### config.mk
export PLATFORM = sky130hd
export DESIGN_NAME = usb_sl811_arb
export DESIGN_NICKNAME = d
export VERILOG_FILES = /design/src/rtl/usb_sl811_arb.sv
export SDC_FILE = /design/constraint.sdc
export NUM_CORES = 1
export LEC_CHECK = 0
export CORE_UTILIZATION = 31
export CTS_BUF_LIST = sky130_fd_sc_hd__clkbuf_8
export DETAILED_ROUTE_END_ITERATION = 8
export PLACE_DENSITY = 0.7
export SLEW_MARGIN = 5
export SYNTH_ARGS = -nofsm -noshare
export SYNTH_HDL_FRONTEND = slang
export SYNTH_SLANG_ARGS = --single-unit
export TNS_END_PERCENT = 20
### constraint.sdc
create_clock -name clk_bus -period 2.3 [get_ports clk_bus]
set_clock_uncertainty 0.15 [all_clocks]
set_input_delay 0.46 -clock clk_bus [delete_from_list [all_inputs] [get_ports clk_bus]]
set_output_delay 0.46 -clock clk_bus [all_outputs]
set_load 0.1 [all_outputs]
### src/rtl/usb_sl811_arb.sv
// Two-port arbiter that serialises register accesses onto an SL811 host controller bus.
// Optional SL811_ROUND_ROBIN_EN selects round-robin grant on ties; default is fixed priority to port 0.
module usb_sl811_arb #(
  parameter int STROBE_CYCLES = 4
) (
  input  logic       clk_bus,
  input  logic       rst,
  input  logic       req0,
  input  logic       we0,
  input  logic [7:0] addr0,
  input  logic [7:0] wdata0,
  output logic       ack0,
  output logic [7:0] rdata0,
  input  logic       req1,
  input  logic       we1,
  input  logic [7:0] addr1,
  input  logic [7:0] wdata1,
  output logic       ack1,
  output logic [7:0] rdata1,
  output logic       sl811_a0,
  output logic [7:0] sl811_dout,
  output logic       sl811_doe,
  input  logic [7:0] sl811_din,
  output logic       sl811_cs_n,
  output logic       sl811_we_n,
  output logic       sl811_rd_n,
  output logic       busy
);

  // state | meaning
  // IDLE  | waiting for a request, bus released
  // ADDR  | register index driven with a0=0 under a write strobe
  // GAP   | one cycle with every strobe released between phases
  // DATA  | a0=1, write data driven or read strobe asserted
  // DONE  | strobes released, ack pulse to the granted port
  typedef enum logic [2:0] {IDLE, ADDR, GAP, DATA, DONE} state_t;

  localparam logic [3:0] CNT_LOAD = 4'(STROBE_CYCLES - 1);

  state_t     state;
  logic [3:0] cnt;
  logic       gnt;
  logic       lat_we;
  logic [7:0] lat_addr;
  logic [7:0] lat_wdata;
  logic       any_req;
  logic       pick;

`ifdef SL811_ROUND_ROBIN_EN
  logic last_gnt;

  always_comb begin
    any_req = req0 | req1;
    pick    = (req0 && req1) ? ~last_gnt : ~req0;
  end
`else
  always_comb begin
    any_req = req0 | req1;
    pick    = ~req0;
  end
`endif

  always_ff @(posedge clk_bus or posedge rst) begin
    if (rst) begin
      state      <= IDLE;
      cnt        <= '0;
      gnt        <= 1'b0;
      lat_we     <= 1'b0;
      lat_addr   <= '0;
      lat_wdata  <= '0;
      sl811_cs_n <= 1'b1;
      sl811_we_n <= 1'b1;
      sl811_rd_n <= 1'b1;
      sl811_a0   <= 1'b0;
      sl811_doe  <= 1'b0;
      sl811_dout <= '0;
      ack0       <= 1'b0;
      ack1       <= 1'b0;
      rdata0     <= '0;
      rdata1     <= '0;
      busy       <= 1'b0;
`ifdef SL811_ROUND_ROBIN_EN
      last_gnt   <= 1'b1;
`endif
    end else begin
      ack0 <= 1'b0;
      ack1 <= 1'b0;
      case (state)
        IDLE: begin
          if (any_req) begin
            state      <= ADDR;
            cnt        <= CNT_LOAD;
            gnt        <= pick;
            lat_we     <= pick ? we1 : we0;
            lat_addr   <= pick ? addr1 : addr0;
            lat_wdata  <= pick ? wdata1 : wdata0;
            sl811_cs_n <= 1'b0;
            sl811_we_n <= 1'b0;
            sl811_rd_n <= 1'b1;
            sl811_a0   <= 1'b0;
            sl811_doe  <= 1'b1;
            sl811_dout <= pick ? addr1 : addr0;
            busy       <= 1'b1;
`ifdef SL811_ROUND_ROBIN_EN
            last_gnt   <= pick;
`endif
          end
        end
        ADDR: begin
          if (cnt == 4'd0) begin
            state      <= GAP;
            sl811_cs_n <= 1'b1;
            sl811_we_n <= 1'b1;
            sl811_doe  <= 1'b0;
          end else begin
            cnt <= cnt - 4'd1;
          end
        end
        GAP: begin
          state      <= DATA;
          cnt        <= CNT_LOAD;
          sl811_cs_n <= 1'b0;
          sl811_a0   <= 1'b1;
          if (lat_we) begin
            sl811_we_n <= 1'b0;
            sl811_doe  <= 1'b1;
            sl811_dout <= lat_wdata;
          end else begin
            sl811_rd_n <= 1'b0;
          end
        end
        DATA: begin
          if (cnt == 4'd0) begin
            state      <= DONE;
            sl811_cs_n <= 1'b1;
            sl811_we_n <= 1'b1;
            sl811_rd_n <= 1'b1;
            sl811_doe  <= 1'b0;
            // read data is captured on the edge that ends the read strobe
            if (!lat_we) begin
              if (gnt) rdata1 <= sl811_din;
              else     rdata0 <= sl811_din;
            end
            if (gnt) ack1 <= 1'b1;
            else     ack0 <= 1'b1;
          end else begin
            cnt <= cnt - 4'd1;
          end
        end
        DONE: begin
          state <= IDLE;
          busy  <= 1'b0;
        end
        default: state <= IDLE;
      endcase
    end
  end

endmodule

* Yosys cells after proc, flatten, opt, wreduce, memory -nomap -nowiden *
Index checks and enable logic that the tools add are counted.

word-level totals
  bits in registers = 49
  bits in latches = 0
  RAM bits = 0
  bits in read-only memories = 0
  bits of input ports = 46
  logic and storage cells = 82
  memories kept = 0

operators by class
  $add $sub $neg = 1
  multiply operators = 0
  divide/modulo/power cells = 0
  $lt $le $gt $ge = 0
  equality and inequality tests = 11
  shift operators = 0
  muxes and demuxes = 32
  bitwise logic cells = 4
  reductions and logical operators = 18

operators by type and width
  cell                 count
  $mux 8               4
  $pmux 8 s2           1
  $reduce_and 4->1     4
  $mux 1               14
  $ne 2x2->1 const B   6
  $pmux 1 s3           4
  $pmux 3 s4           1
  $pmux 4 s3           1
  $reduce_and 3->1     4
  $mux 3               3
  $mux 4               2
  $eq 3x2->1 const B   2
  $reduce_and 2->1     3
  $reduce_bool 3->1    2
  $logic_not 4->1      1
  $pmux 1 s2           2
  $reduce_bool 2->1    2
  $sub 4x1->4 const B  1
  $eq 3x1->1 const B   1
  $eq 3x3->1 const B   1
  $logic_not 3->1      1
  $not 1->1            3
  $ne 2x1->1 const B   1
  $reduce_or 2->1      1
  $or 1x1->1           1

* Depth between registers and ports, before layout *
Gate-level depths: netlist (run 1).

  depth in word-level cells = 4
  depth in mapped cells = 6

* Worst setup path after synthesis (run 1) *
No wires, ideal clock.

  path type = register -> register
  from = register cnt[0]
  to = register rdata1[0]
  arrival time = 1.644 ns
  required time = 2.025 ns
  slack = 0.381 ns
  cell stages (with the launch flop) = 7
  period minus slack after synthesis = 1.919 ns
  cell sequence = dfrtp_1 inv_1 ha_1 nor3b_2 nand3_2 nor3_4 mux2_2

between the ends
  longest elaborated chain between the ends = 2

ends and longest elaborated chain
  element                            RTL line  RTL
  from (decl)                        41        logic [3:0] cnt;
  from (signal assigned)             116       cnt <= cnt - 4'd1;
  from (signal assigned)             147       cnt <= cnt - 4'd1;
  $logic_not 4->1                    133       if (cnt == 4'd0) begin
  $reduce_and 4->1 (no source line)  --
  to (signal assigned)               141       if (gnt) rdata1 <= sl811_din;
  to (decl)                          19        output logic [7:0] rdata1,

Every way passes these cells.
A chain may end at the register's enable or synchronous reset.

* Worst setup path after layout (run 1) *
  from = register cnt[0]
  to = register rdata1[2]

The elaborated chain is that of the path after synthesis.

==> out/qor.tcl, run 1 <==
set qor(initial_standard_cell_utilization_of_the_core_pct) 32.03
set qor(startpoint_type) {flop}
set qor(timing.critical_path.max_delay_family) {simple AND/OR/NAND/NOR gates}
set qor(grt_pass1_vias) 1686
set qor(cts.hold.buffers_added) 0
set qor(tritoncts) {done}
set qor(synth_largest_type_area_fraction_pct) 49.54
set qor(hp-class) {in -> async}
set qor(clock_power_share_pct) 10.7
set qor(clk-insertion-delay-late_ns) 0.29
set qor(place_worst_setup_slack_ns) 0.09664
set qor(number_of_diodes) 0
set qor(finalWeightedCongestion) 0.7543
set qor(synthDistinctLibCells) 38
set qor(groute.usage.overall_pct) 13.24
set qor(cp_slowest_cell) {dfrtp_1}
set qor(synth_area_leaders) {dfrtp_1 (50%), mux2i_1 (7.3%), mux2_2 (7.3%)}
set qor(crit_path_cell_chain) {inv_1, ha_1, nor3b_2, nand3_2, nor3_4, buf_4, mux2_2}
set qor(fp.dieW_um) 88.58
set qor(placed_cells) 381
set qor(root_buffer) {clkbuf_8}
set qor(drt-initial-drc-count) 59
set qor(cts_max_path_buffers) 2
set qor(critPathMaxFanout) 8
set qor(criticalPathCategory) {reg -> reg}
set qor(post_cts_buffers) 0
set qor(total_clock_sinks) 49
set qor(finish.net_count) 337
set qor(synthesis.instances) 204
set qor(post-route-min-period_ns) 2.116
set qor(final-instance-count-excl-fill) 389
set qor(synth_area_um2) 2323
set qor(numPortBuffers) 77
set qor(p_int_w) 0.002343
set qor(worstMarginPinSlew_ns) 0.5590
set qor(synthDominantAreaCellType) {dfrtp_1}
set qor(detail_route.wirelength_mm) 4.860
set qor(cp.buffers_inverters) 2
set qor(synth.net_count) 252
set qor(grt_overflow) 0
set qor(drive_above_1_share_pct) 27.59
set qor(cap_violations) 0
set qor(synth_seq_cells) 49
set qor(worst_slack_ns) 0.1838
set qor(timing.final.setup_violations) 0
set qor(p_sw_share_pct) 53.34
set qor(pwr-share-comb_pct) 58.5
set qor(p_switching_w) 0.002678
set qor(num_io_pins) 78
set qor(peakVddDrop_v) 0.0007413
set qor(drtAntennaViolNets) 0
set qor(worstSetupEndpointType) {flop}
set qor(global_route_wire_length_before_repair_mm) 7.962
set qor(path_clk_slew_ns) 0.09
set qor(report.final.hold_viol_count) 0
set qor(power_leakage_nw) 1.551
set qor(run_status) {finished clean}
set qor(routed_wire_length_per_instance_um) 12.49
set qor(areaGrowthSynthToFinish_pct) 44.00
set qor(synth_ff_type) {dfrtp_1}
set qor(period_share_pct) 92.01
set qor(synthesized_area_per_cell_um2) 11.39
set qor(place.detailed.hpwl_mm) 3.744
set qor(number_of_enable_flip_flop_cells_after_synthesis) 0
set qor(cts_resized) 0
set qor(floorplan.rows) 31
set qor(route.detailed.vias_per_inst) 4.609
set qor(seq_area_frac_synth_pct) 52.93
set qor(setup-tns-final_ns) 0
set qor(max_slew_vio_count) 0
set qor(htree_num_levels) 2
set qor(drcViolationCount) 0
set qor(core_um2) 7253
set qor(power.sequential.fraction_pct) 30.8
set qor(dieHeight_um) 88.58
set qor(synth-warning-count) 0
set qor(critical_path_arrival_ns) 2.15
set qor(antenna_found_initial) 0
set qor(tritoncts_buffer_count) 5
set qor(fillCellCount) 694
set qor(fmaxAchievable_mhz) 472.5
set qor(unrepaired_setup_endpoints_after_global_routing) {no}
set qor(grt_max_degree) 20
set qor(die_area_um2) 7846
set qor(worst_slew_margin_rel_pct) 62.73
set qor(dr_total_vias) 1793
set qor(firstDrtPassIters) 4
set qor(required_ns) 2.33
set qor(power_density_nw_per_um2) 1501
set qor(synth_async_sr_flop_share_pct) 100.0
set qor(slowest_delay_ns) 0.41
## routing by layer
layer / track usage, % / up-vias / wire length, um
li1: - / 876 / -
met1: 18.31 / 869 / 2292
met2: 20.91 / 44 / 2286
met3: 3.078 / 4 / 245
met4: 3.519 / 0 / 36
met5: 0 / - / 0
## registers in the layout, indices dropped and copies added (netlist names)
name,flops
lat_wdata,8
rdata0,8
rdata1,8
sl811_dout,8
cnt,4
state,3
ack0,1
ack1,1
busy,1
gnt,1
lat_we,1
sl811_a0,1
sl811_cs_n,1
sl811_doe,1
sl811_rd_n,1
sl811_we_n,1
## cells in the mapped netlist (2+ instances only)
master / instances
o21ai_0: 10
nand2_1: 11
nor2_1: 20
xnor2_1: 3
nor3_4: 2
o211ai_1: 8
or3b_1: 2
mux2_1: 2
mux2_2: 15
nor3_1: 5
inv_1: 17
buf_2: 6
clkbuf_2: 2
a21oi_1: 12
dfstp_2: 3
mux2i_1: 17
buf_6: 2
ha_1: 2
dfrtp_1: 46
## final cells by class
cell class | instances | area, um2 | share of cell area (%)
Sequential cell | 49 | 1230 | 36.76
Multi-Input combinational cell | 126 | 955.9 | 28.57
Timing Repair Buffer | 89 | 868.3 | 25.95
Tap cell | 99 | 123.9 | 3.702
Clock buffer | 6 | 82.58 | 2.468
Inverter | 18 | 67.56 | 2.019
Clock inverter | 2 | 17.52 | 0.5236
## worst paths after layout
kind	from	to	slack, ns	cells past startpoint
setup reg to reg	cnt[0]	rdata1[2]	0.18	7
hold / removal	rst	rdata0[7]	0.32	2
min in group clk_bus	busy	busy	0.34	1
max in group asynchronous	rst	lat_wdata[5]	1.15	3
hold reg to reg	busy	busy	0.34	1
setup / recovery	cnt[0]	rdata1[2]	0.18	7
## placed cells by master (no fill, tap or decap), drive strengths merged, types with 2 or more instances in the layout
cell and count:
xnor2 3, clkbuf 6, mux2i 17, dfstp 3, inv 19, nor3b 2, dfrtp 46, mux2 17
ha 2, nand2 11, or3b 2, nor4 2, a2111oi 2, nand3 2, o21ai 10, nor2 20
nor3 7, clkdlybuf4s50 45, o211ai 8, buf 44, a21oi 12
## kinds of logic (layout without fill, tap and decap cells)
kind of cell | count (synthesis) | after routing | share of synthesized area [%]
AND/OR/NAND/NOR | 50 | 50 | 12.60
flip-flops | 49 | 49 | 52.93
AO/OA/AOI/OAI | 37 | 37 | 10.77
multiplexers | 34 | 34 | 15.56
buffers and inverters | 29 | 115 | 5.923
XOR/XNOR | 3 | 3 | 1.131
adder cells (fa/ha/maj) | 2 | 2 | 1.077
## through the flow
step | util (%) | hold slack [ns] | power (W) | cell area [um2]
after global routing | 46.13 | 0.3636 | 0.005309 | 3346
after floorplan | - | 0.3048 | 0.003774 | 2323
after global placement | 44.75 | 0.3173 | 0.004475 | 3246
final | 46.13 | 0.3185 | 0.005021 | 3346
after detailed placement | 44.75 | 0.3252 | 0.004522 | 3246
after CTS | 46.13 | 0.3232 | 0.005078 | 3346
## power by group through the flow
stage / registers (W) / clock network [W] / logic [W]
final: 0.00155 / 0.000537 / 0.00294
after global routing: 0.00159 / 0.000593 / 0.00312
after CTS: 0.00155 / 0.000565 / 0.00297
after detailed placement: 0.00156 / 0 / 0.00296
after global placement: 0.00155 / 0 / 0.00293
after floorplan: 0.00293 / 0 / 0.000848
(Power assumes the default switching activity.)
==> inputs of run 2 (changes only) <==
--- a/config.mk
+++ b/config.mk
@@ -5,6 +5,7 @@
 export SDC_FILE = /design/constraint.sdc
 export NUM_CORES = 1
 export LEC_CHECK = 0
+export CORE_MARGIN = 4
 export CORE_UTILIZATION = 31
 export CTS_BUF_LIST = sky130_fd_sc_hd__clkbuf_8
 export DETAILED_ROUTE_END_ITERATION = 8
==> out/qor.tcl, run 2 (synthesized netlist as in run 1, its figures left out) <==
set qor(die_area_um2) 8944
set qor(fmaxAchievable_mhz) 479.6
set qor(drive_above_1_share_pct) 26.99
set qor(setup-tns-final_ns) 0
set qor(num_io_pins) 78
set qor(criticalPathCategory) {reg -> reg}
set qor(numPortBuffers) 77
set qor(reg_to_reg_end) {rdata0[1]}
set qor(fp.dieW_um) 94.58
set qor(peakVddDrop_v) 0.0006403
set qor(r2r-start) {cnt[0]}
set qor(min_to) {rdata1[3]}
set qor(met3_wirelength_um) 271
set qor(max_slew_vio_count) 0
set qor(postLayoutCoreUtil_pct) 45.68
set qor(clk-insertion-delay-late_ns) 0.29
set qor(layout.cells.most_common) {dfrtp_1}
set qor(run_status) {finished clean}
set qor(worst_reg_to_reg_path_cell_count) 7
set qor(grt_overflow) 0
set qor(path_clk_slew_ns) 0.09
set qor(route.detailed.vias_per_inst) 4.549
set qor(cts_resized) 0
set qor(startpoint_type) {flop}
set qor(drt-initial-drc-count) 37
set qor(unrepaired_setup_endpoints_after_global_routing) {no}
set qor(fillCellCount) 706
set qor(htree_num_levels) 2
set qor(timing.hold.worst.start) {rdata1[3]}
set qor(critical_path_arrival_ns) 2.12
set qor(timing.final.setup_violations) 0
set qor(crit_path_cell_chain) {inv_1, ha_1, nor3b_2, nand3_2, nor3_4, buf_4, mux2_2}
set qor(hp-class) {reg -> reg}
set qor(finish.net_count) 336
set qor(power_leakage_nw) 1.532
set qor(post-route-min-period_ns) 2.085
set qor(cts_max_path_buffers) 2
set qor(finalHoldWorstSlack_ns) 0.3440
set qor(tritoncts) {done}
set qor(groute.usage.overall_pct) 12.26
set qor(firstDrtPassIters) 4
set qor(antenna_found_initial) 0
set qor(placed_cells) 380
set qor(setup.reg_to_reg.worst_slack_ns) 0.21
set qor(grt_max_degree) 25
set qor(areaGrowthSynthToFinish_pct) 42.60
set qor(top_signal_layer_used) {met4}
set qor(layout_common_cells) {dfrtp_1 (46), clkdlybuf4s50_1 (45), buf_4 (37)}
set qor(critPathMaxFanout) 8
set qor(power_density_nw_per_um2) 1499
set qor(finalWeightedCongestion) 0.7523
set qor(met2_length_mm) 2.654
set qor(worstMarginPinSlew_ns) 0.5663
set qor(worstSetupStartpoint) {cnt[0]}
set qor(cts.hold.buffers_added) 0
set qor(post_cts_buffers) 0
set qor(number_of_diodes) 0
set qor(period_share_pct) 90.65
set qor(detail_route.wirelength_mm) 5.326
set qor(p_total_w) 0.004967
set qor(floorplan.rows) 31
set qor(worstSetupEndpointType) {flop}
set qor(required_ns) 2.33
set qor(global_route_wire_length_before_repair_mm) 8.645
set qor(tritoncts_buffer_count) 5
set qor(cp_slowest_cell) {dfrtp_1}
set qor(worst_hold_path.num_cells) 1
set qor(drtAntennaViolNets) 0
set qor(slowest_delay_ns) 0.41
set qor(report.final.hold_viol_count) 0
set qor(dieHeight_um) 94.58
set qor(met1_length_mm) 2.371
set qor(place.detailed.hpwl_mm) 4.081
set qor(grt_pass1_vias) 1776
set qor(routed_wire_length_per_instance_um) 13.73
set qor(worst_slew_margin_rel_pct) 62.25
set qor(dr_total_vias) 1765
set qor(final-instance-count-excl-fill) 388
set qor(core_um2) 7253
set qor(initial_standard_cell_utilization_of_the_core_pct) 32.03
set qor(root_buffer) {clkbuf_8}
set qor(cap_violations) 0
set qor(drcViolationCount) 0
set qor(total_clock_sinks) 49
run 2: metrics by stage:
stage / cell area, um2 / worst slack, ns
2_1_floorplan: 2323 / 0.3810
3_3_place_gp: 3226 / 0.1674
3_5_place_dp: 3226 / 0.1204
4_1_cts: 3313 / 0.1835
5_1_grt: 3313 / 0.06498
6_report: 3313 / 0.2150
run 2: final cells by class:
cell class                      instances  area, um2  area share [%]
Timing Repair Buffer                   88      848.3           25.60
Tap cell                               99      123.9           3.739
Clock inverter                          3      18.77          0.5665
Sequential cell                        49       1230           37.12
Inverter                               18      67.56           2.039
Clock buffer                            5      68.82           2.077
Multi-Input combinational cell        126      955.9           28.85
run 2: report_power, final:
part	switching, W	leakage [nW]	internal (W)
Clock	0.000275	0.0416	0.000210
Sequential	0.000296	0.605	0.00124
Combinational	0.00211	0.885	0.000843
Total	0.00268	1.53	0.00229
run 2: layer usage:
metal  track usage [%]  up-vias
met1             16.05      846
met3             2.789        2
li1                  -      876
met5                 0        -
met2             20.33       41
met4             3.486        0
run 2: how the worst max path moves through the flow:
stage and end:
4_1_cts rdata0[6], 3_3_place_gp sl811_dout[4], 3_5_place_dp sl811_dout[4], 6_report rdata0[1]
5_1_grt rdata0[4], 2_1_floorplan rdata1[0]
run 2: critical path, delay by kind of cell (launching register included):
kind | cells | cell delay [ns]
adders and majority gates | 1 | 0.18
buffers and inverters | 2 | 0.29
DFF | 1 | 0.41
muxes | 1 | 0.35
and+or+nand+nor | 3 | 0.60
